[config.mk]
export PLATFORM = sky130hd
export DESIGN_NAME = uart_pixel_packer
export DESIGN_NICKNAME = d
export VERILOG_FILES = /design/src/rtl/uart_pixel_packer.sv
export SDC_FILE = /design/constraint.sdc
export NUM_CORES = 1
export LEC_CHECK = 0
export ABC_AREA = 1
export CORE_MARGIN = 3
export CORE_UTILIZATION = 45
export DETAILED_ROUTE_END_ITERATION = 8
export DONT_BUFFER_PORTS = 1
export PLACE_DENSITY_LB_ADDON = 0.08
export SLEW_MARGIN = 5
export SYNTH_ARGS = -nofsm -noshare
export SYNTH_HDL_FRONTEND = slang
export SYNTH_SLANG_ARGS = --single-unit
export TNS_END_PERCENT = 5
[constraint.sdc]
create_clock -name clk -period 1.7 [get_ports clk]
set_input_delay 0.34 -clock clk [delete_from_list [all_inputs] [get_ports clk]]
set_output_delay 0.34 -clock clk [all_outputs]
set_load 0.01 [all_outputs]
[src/rtl/uart_pixel_packer.sv]
// uart_pixel_packer
//   Sits between the UART byte receiver and the SDRAM write FIFO. Hunts for a
//   frame header of SYNC_LEN consecutive SYNC_BYTE values, then packs
//   BYTES_PER_PIX bytes (first byte in the MSBs) into each pixel. It emits
//   pixels on a valid/ready interface, tagged with SOF/EOL/EOF and with x/y
//   coordinates, for an H_ACTIVE x V_ACTIVE frame.
//
// Ports
//   clk, rst              clock, synchronous active-high reset
//   byte_valid/byte_data  one-cycle byte strobe from the UART receiver
//   pix_valid/pix_ready   output handshake; data and flags are held while stalled
//   pix_data              packed pixel, PIX_W bits
//   pix_sof/eol/eof       first pixel of frame / last pixel of line / last of frame
//   pix_x, pix_y          coordinates of the pixel currently presented
//   busy                  receiving a frame
//   frame_done            pulse: last pixel of a frame was packed
//   timeout_err           pulse: frame aborted after an inter-byte silence
//   ovf_err               sticky: a pixel was dropped because the output was held
//   frame_cnt             completed frames (wrapping)
module uart_pixel_packer #(
  parameter int          BYTES_PER_PIX = 2,
  parameter int          H_ACTIVE      = 640,
  parameter int          V_ACTIVE      = 480,
  parameter logic [7:0]  SYNC_BYTE     = 8'hA5,
  parameter int          SYNC_LEN      = 2,
  parameter int          TIMEOUT_CYC   = 500000,
  localparam int         PIX_W         = 8 * BYTES_PER_PIX
) (
  input  logic             clk,
  input  logic             rst,
  input  logic             byte_valid,
  input  logic [7:0]       byte_data,
  output logic             pix_valid,
  input  logic             pix_ready,
  output logic [PIX_W-1:0] pix_data,
  output logic             pix_sof,
  output logic             pix_eol,
  output logic             pix_eof,
  output logic [11:0]      pix_x,
  output logic [11:0]      pix_y,
  output logic             busy,
  output logic             frame_done,
  output logic             timeout_err,
  output logic             ovf_err,
  output logic [15:0]      frame_cnt
);

  localparam int TMR_W = (TIMEOUT_CYC > 1) ? $clog2(TIMEOUT_CYC) : 1;

  typedef enum logic {IDLE = 1'b0, RECV = 1'b1} state_t;

  state_t           state_reg, state_next;
  logic [2:0]       sync_cnt_reg;
  logic [1:0]       byte_idx_reg;
  logic [11:0]      x_reg, y_reg;
  logic [TMR_W-1:0] timer_reg;
  logic [PIX_W-1:0] shreg_reg;
  logic [PIX_W-1:0] shreg_next;

  logic             pix_valid_reg;
  logic [PIX_W-1:0] pix_data_reg;
  logic             pix_sof_reg, pix_eol_reg, pix_eof_reg;
  logic [11:0]      pix_x_reg, pix_y_reg;
  logic             frame_done_reg, timeout_err_reg, ovf_err_reg;
  logic [15:0]      frame_cnt_reg;

  // Shift the new byte into the LSBs; a 1-byte pixel is just the byte.
  if (BYTES_PER_PIX == 1) begin : g_bpp1
    assign shreg_next = byte_data;
  end else begin : g_bppn
    assign shreg_next = {shreg_reg[PIX_W-9:0], byte_data};
  end

  logic sync_done, rx_byte, pix_done, at_eol, at_last_line, frame_end;
  logic timed_out, out_free;

  assign sync_done    = (state_reg == IDLE) && byte_valid && (byte_data == SYNC_BYTE)
                        && (sync_cnt_reg == 3'(SYNC_LEN - 1));
  assign rx_byte      = (state_reg == RECV) && byte_valid;
  assign pix_done     = rx_byte && (byte_idx_reg == 2'(BYTES_PER_PIX - 1));
  assign at_eol       = (x_reg == 12'(H_ACTIVE - 1));
  assign at_last_line = (y_reg == 12'(V_ACTIVE - 1));
  assign frame_end    = pix_done && at_eol && at_last_line;
  // A byte arriving in the would-be timeout cycle keeps the frame alive.
  assign timed_out    = (state_reg == RECV) && !byte_valid
                        && (timer_reg == TMR_W'(TIMEOUT_CYC - 1));
  assign out_free     = !pix_valid_reg || pix_ready;

  always_comb begin
    state_next = state_reg;
    case (state_reg)
      IDLE:    if (sync_done) state_next = RECV;
      RECV:    if (frame_end || timed_out) state_next = IDLE;
      default: state_next = IDLE;
    endcase
  end

  always_ff @(posedge clk) begin
    if (rst) begin
      state_reg <= IDLE;
    end else begin
      state_reg <= state_next;
    end
  end

  always_ff @(posedge clk) begin
    if (rst) begin
      sync_cnt_reg    <= '0;
      byte_idx_reg    <= '0;
      x_reg           <= '0;
      y_reg           <= '0;
      timer_reg       <= '0;
      shreg_reg       <= '0;
      pix_valid_reg   <= 1'b0;
      pix_data_reg    <= '0;
      pix_sof_reg     <= 1'b0;
      pix_eol_reg     <= 1'b0;
      pix_eof_reg     <= 1'b0;
      pix_x_reg       <= '0;
      pix_y_reg       <= '0;
      frame_done_reg  <= 1'b0;
      timeout_err_reg <= 1'b0;
      ovf_err_reg     <= 1'b0;
      frame_cnt_reg   <= '0;
    end else begin
      frame_done_reg  <= 1'b0;
      timeout_err_reg <= 1'b0;

      if (state_reg == IDLE) begin
        if (byte_valid) begin
          if (sync_done) begin
            sync_cnt_reg <= '0;
            byte_idx_reg <= '0;
            x_reg        <= '0;
            y_reg        <= '0;
            timer_reg    <= '0;
            ovf_err_reg  <= 1'b0;
          end else if (byte_data == SYNC_BYTE) begin
            sync_cnt_reg <= sync_cnt_reg + 3'd1;
          end else begin
            sync_cnt_reg <= '0;
          end
        end
      end else begin
        if (byte_valid) begin
          shreg_reg <= shreg_next;
          timer_reg <= '0;
          if (pix_done) begin
            byte_idx_reg <= '0;
            // Geometry advances even for a dropped pixel so later pixels
            // keep their true position in the frame.
            if (frame_end) begin
              x_reg          <= '0;
              y_reg          <= '0;
              frame_done_reg <= 1'b1;
              frame_cnt_reg  <= frame_cnt_reg + 16'd1;
            end else if (at_eol) begin
              x_reg <= '0;
              y_reg <= y_reg + 12'd1;
            end else begin
              x_reg <= x_reg + 12'd1;
            end
          end else begin
            byte_idx_reg <= byte_idx_reg + 2'd1;
          end
        end else if (timed_out) begin
          // Abort: partial pixel is discarded; the output register drains as usual.
          timeout_err_reg <= 1'b1;
          timer_reg       <= '0;
          byte_idx_reg    <= '0;
        end else begin
          timer_reg <= timer_reg + TMR_W'(1);
        end
      end

      // Single-entry output register: load when empty or being consumed,
      // otherwise drop the new pixel and flag the overflow.
      if (pix_done && out_free) begin
        pix_valid_reg <= 1'b1;
        pix_data_reg  <= shreg_next;
        pix_x_reg     <= x_reg;
        pix_y_reg     <= y_reg;
        pix_sof_reg   <= (x_reg == 12'd0) && (y_reg == 12'd0);
        pix_eol_reg   <= at_eol;
        pix_eof_reg   <= at_eol && at_last_line;
      end else begin
        if (pix_ready) pix_valid_reg <= 1'b0;
        if (pix_done) ovf_err_reg <= 1'b1;
      end
    end
  end

  assign pix_valid   = pix_valid_reg;
  assign pix_data    = pix_data_reg;
  assign pix_sof     = pix_sof_reg;
  assign pix_eol     = pix_eol_reg;
  assign pix_eof     = pix_eof_reg;
  assign pix_x       = pix_x_reg;
  assign pix_y       = pix_y_reg;
  assign busy        = (state_reg == RECV);
  assign frame_done  = frame_done_reg;
  assign timeout_err = timeout_err_reg;
  assign ovf_err     = ovf_err_reg;
  assign frame_cnt   = frame_cnt_reg;

endmodule

==> results.py <==
metrics = {
    "run_status": {
        "status": "finished clean",
    },
    "floorplanning": {
        "num_rows": 40,
        "dieArea_um2": 14000,
        "die_h_um": 118,
        "start_util_pct": 46.7,
        "ios": 76,
        "die_w_um": 118,
        "core_area_um2": 12200,
    },
    "grt": {
        "grt_pass1_vias": 5168,
        "grt_usage_pct": 21.6,
        "grt_overflow": 0,
        "busiest_layer": "met2",
        "grt_pass1_wl_um": 25000,
        "grt_antenna_before_repair": 0,
        "met3_usage_pct": 7.27,
        "grt_max_degree": 71,
        "use_met2_pct": 33.7,
        "grt_use_met1_pct": 28.8,
    },
    "synthesis": {
        "muxShareOfSynthArea_pct": 0,
        "synth_xor_area_share_pct": 2.31,
        "synth-simple-area-share_pct": 31.2,
        "syn_area_um2": 5680,
        "seq_area_frac_synth_pct": 42.3,
        "synth_top_family_by_area": "simple AND/OR/NAND/NOR gates",
        "ys_ff_latch": 120,
        "synth_compound_area_share_pct": 14.5,
        "synth_cell_types": 36,
        "netlist_instances": 808,
        "ys.flop_type": "dfxtp_1",
        "synth_nets": 828,
        "synth_edf_count": 0,
        "synth-adder-area-share_pct": 1.76,
        "ys_warn_count": 0,
        "synthArstFlopShare_pct": 0,
        "syn_avg_cell_area_um2": 7.03,
    },
    "routing": {
        "post_drt_wl_per_cell_um": 15.0,
        "via_per_inst": 5.24,
        "via_count": 5427,
        "post-route-drc-count": 0,
        "first_pass_iters": 6,
        "drt_iter0_markers": 423,
        "wirelength_um": 15500,
        "postRouteAntennaNets": 0,
    },
    "placed_design": {
        "place_area_um2": 6160,
        "port_buffers": 0,
        "place_ws_ns": 0.0692,
        "dp_cells": 996,
        "place_congestion": 0.903,
        "dpl.hpwl_um": 10600,
    },
    "finish": {
        "post-route-util_pct": 57.3,
        "area_growth_pct": 22.7,
        "final_cells": 1036,
        "fin_area_um2": 6970,
        "layout.nets": 875,
        "final_layout_size_suffix_gt1_share_pct": 15.9,
        "largest_reg_flops": 19,
        "antennaDiodeCount": 0,
    },
    "setup_path": {
        "crit_chain": "ha_2 -> nand2_1 -> nor2_2 -> nand2_1 -> nor2_2 -> nand2_2 -> inv_4 -> nand2_1 -> o21ai_0 -> a21oi_1",
        "startpoint_type": "register",
        "worstPathMaxFanout": 6,
        "crit_type": "reg2reg",
        "crit_slowest_cell": "dfxtp_1",
        "cp_common_cell": "nand2_1",
        "arrival_ns": 1.90,
        "crit_path_end_kind": "register",
        "required_ns": 2.00,
        "slowest_delay_ns": 0.36,
    },
    "power_and_ir_drop": {
        "power_mw": 6.62,
        "leakagePower_nw": 2.74,
        "cellPowerDensity_nw_per_um2": 950,
        "vdd_drop_max_mv": 0.613,
    },
    "run": {
        "drv_cap": 0,
    },
    "sta": {
        "fin_crit_ns": 1.60,
        "timing_hold_violations_final": 0,
        "setup_viol": 0,
        "drv_slew": 0,
        "tightest_slew_ns": 0.426,
        "fmax_mhz": 626,
        "post-route-period-util_pct": 94.0,
        "holdWs_ns": 0.0628,
        "skew_ns": 0.00618,
        "slew_headroom_pct": 71.4,
        "fin_ws_ns": 0.103,
        "rsz0062_at_grt": "yes",
        "tns_ns": 0,
    },
    "clock_tree": {
        "clk_pin_slew_worst_paths_ns": 0.06,
        "cts.sink_count": 120,
        "root_buffer": "clkbuf_16",
        "htree_num_levels": 4,
        "numCtsBuffers": 17,
        "tritoncts": "yes",
        "clock_path_buffers": 2,
        "clock_latency_ns": 0.41,
    },
    "worst_hold_path": {
        "hold_class": "in2reg",
    },
}
[power by group]
| group | internal (mW) | switching (mW) |
|---|---|---|
| Clock | 2.42 | 1.29 |
| Sequential | 2.81 | 0.0000598 |
| Combinational | 0.0300 | 0.0675 |
| Total | 5.26 | 1.36 |
[per-layer routing]
metal	part of all wire, %	vias to the layer above
li1	-	2747
met1	47	2495
met2	45	169
met3	6.8	16
met4	1.1	0
met5	0	-
[worst paths after layout]
kind | startpoint | endpoint | slack, ns | depth (start not counted)
setup reg to reg | y_reg[0]$_SDFFE_PP0P_ | frame_cnt[3]$_SDFFE_PP0P_ | 0.10 | 10
setup / recovery | y_reg[0]$_SDFFE_PP0P_ | frame_cnt[3]$_SDFFE_PP0P_ | 0.10 | 10
hold / removal | byte_data[7] | pix_data[7]$_SDFFE_PP0P_ | 0.06 | 2
hold reg to reg | byte_idx_reg[1]$_SDFFE_PP0P_ | byte_idx_reg[1]$_SDFFE_PP0P_ | 0.43 | 2
[worst max-delay path, delay by kind of cell, from the launching register on]
kind	cells	cell delay [ns]
fa+ha+maj	1	0.21
compound gates	2	0.20
flops	1	0.36
buf+inv	1	0.10
simple gates	6	0.62
[Yosys cell counts, types with 4 or more instances]
master	instances	area (um2)
nor2_1	134	503
nand2_1	130	488
dfxtp_1	120	2400
a21oi_1	77	385
inv_1	75	282
nand3_1	74	370
o21ai_0	73	365
nor3_1	16	80.1
clkbuf_1	14	52.6
nand4_1	13	81.3
xor2_1	11	96.3
ha_1	8	100
buf_2	7	35.0
nand2_2	7	43.8
inv_2	5	18.8
buf_4	4	30.0
nor2_2	4	25.0
nor3b_2	4	50.1
xnor2_1	4	35.0
[layout make-up]
type	instances	area (um2)
Fill cell	1189	5190
Multi-Input combinational cell	578	2880
Sequential cell	120	2410
Timing Repair Buffer	57	541
Clock buffer	21	470
Inverter	81	310
Tap cell	168	210
Clock inverter	11	145
[logic make-up after synthesis]
kind of cell | count (synthesis)
xor+xnor | 15
flops | 120
compound gates | 160
buf+inv | 110
simple gates | 395
fa+ha+maj | 8
[cells in the final DEF, fill, tap and decap left out, types with 4 or more instances in the layout]
cell / n
nor2_1: 130
nand2_1: 128
dfxtp_1: 112
a21oi_1: 75
inv_1: 74
nand3_1: 72
o21ai_0: 69
buf_4: 48
clkbuf_16: 19
nor3_1: 16
nand4_1: 13
xor2_1: 11
nand2_2: 8
dfxtp_2: 8
nor2_2: 6
buf_12: 6
nor2_4: 5
ha_1: 5
clkinv_2: 4
nor3b_2: 4
xnor2_1: 4
o21ai_1: 4
[repair_timing]
action,4_1_cts,5_1_grt
hold buffers,1,1
resized for setup,0,30
buffers inserted,0,4
hold endpoints to repair,35,1
setup endpoints to repair,0,60
(Power assumes the default switching activity.)
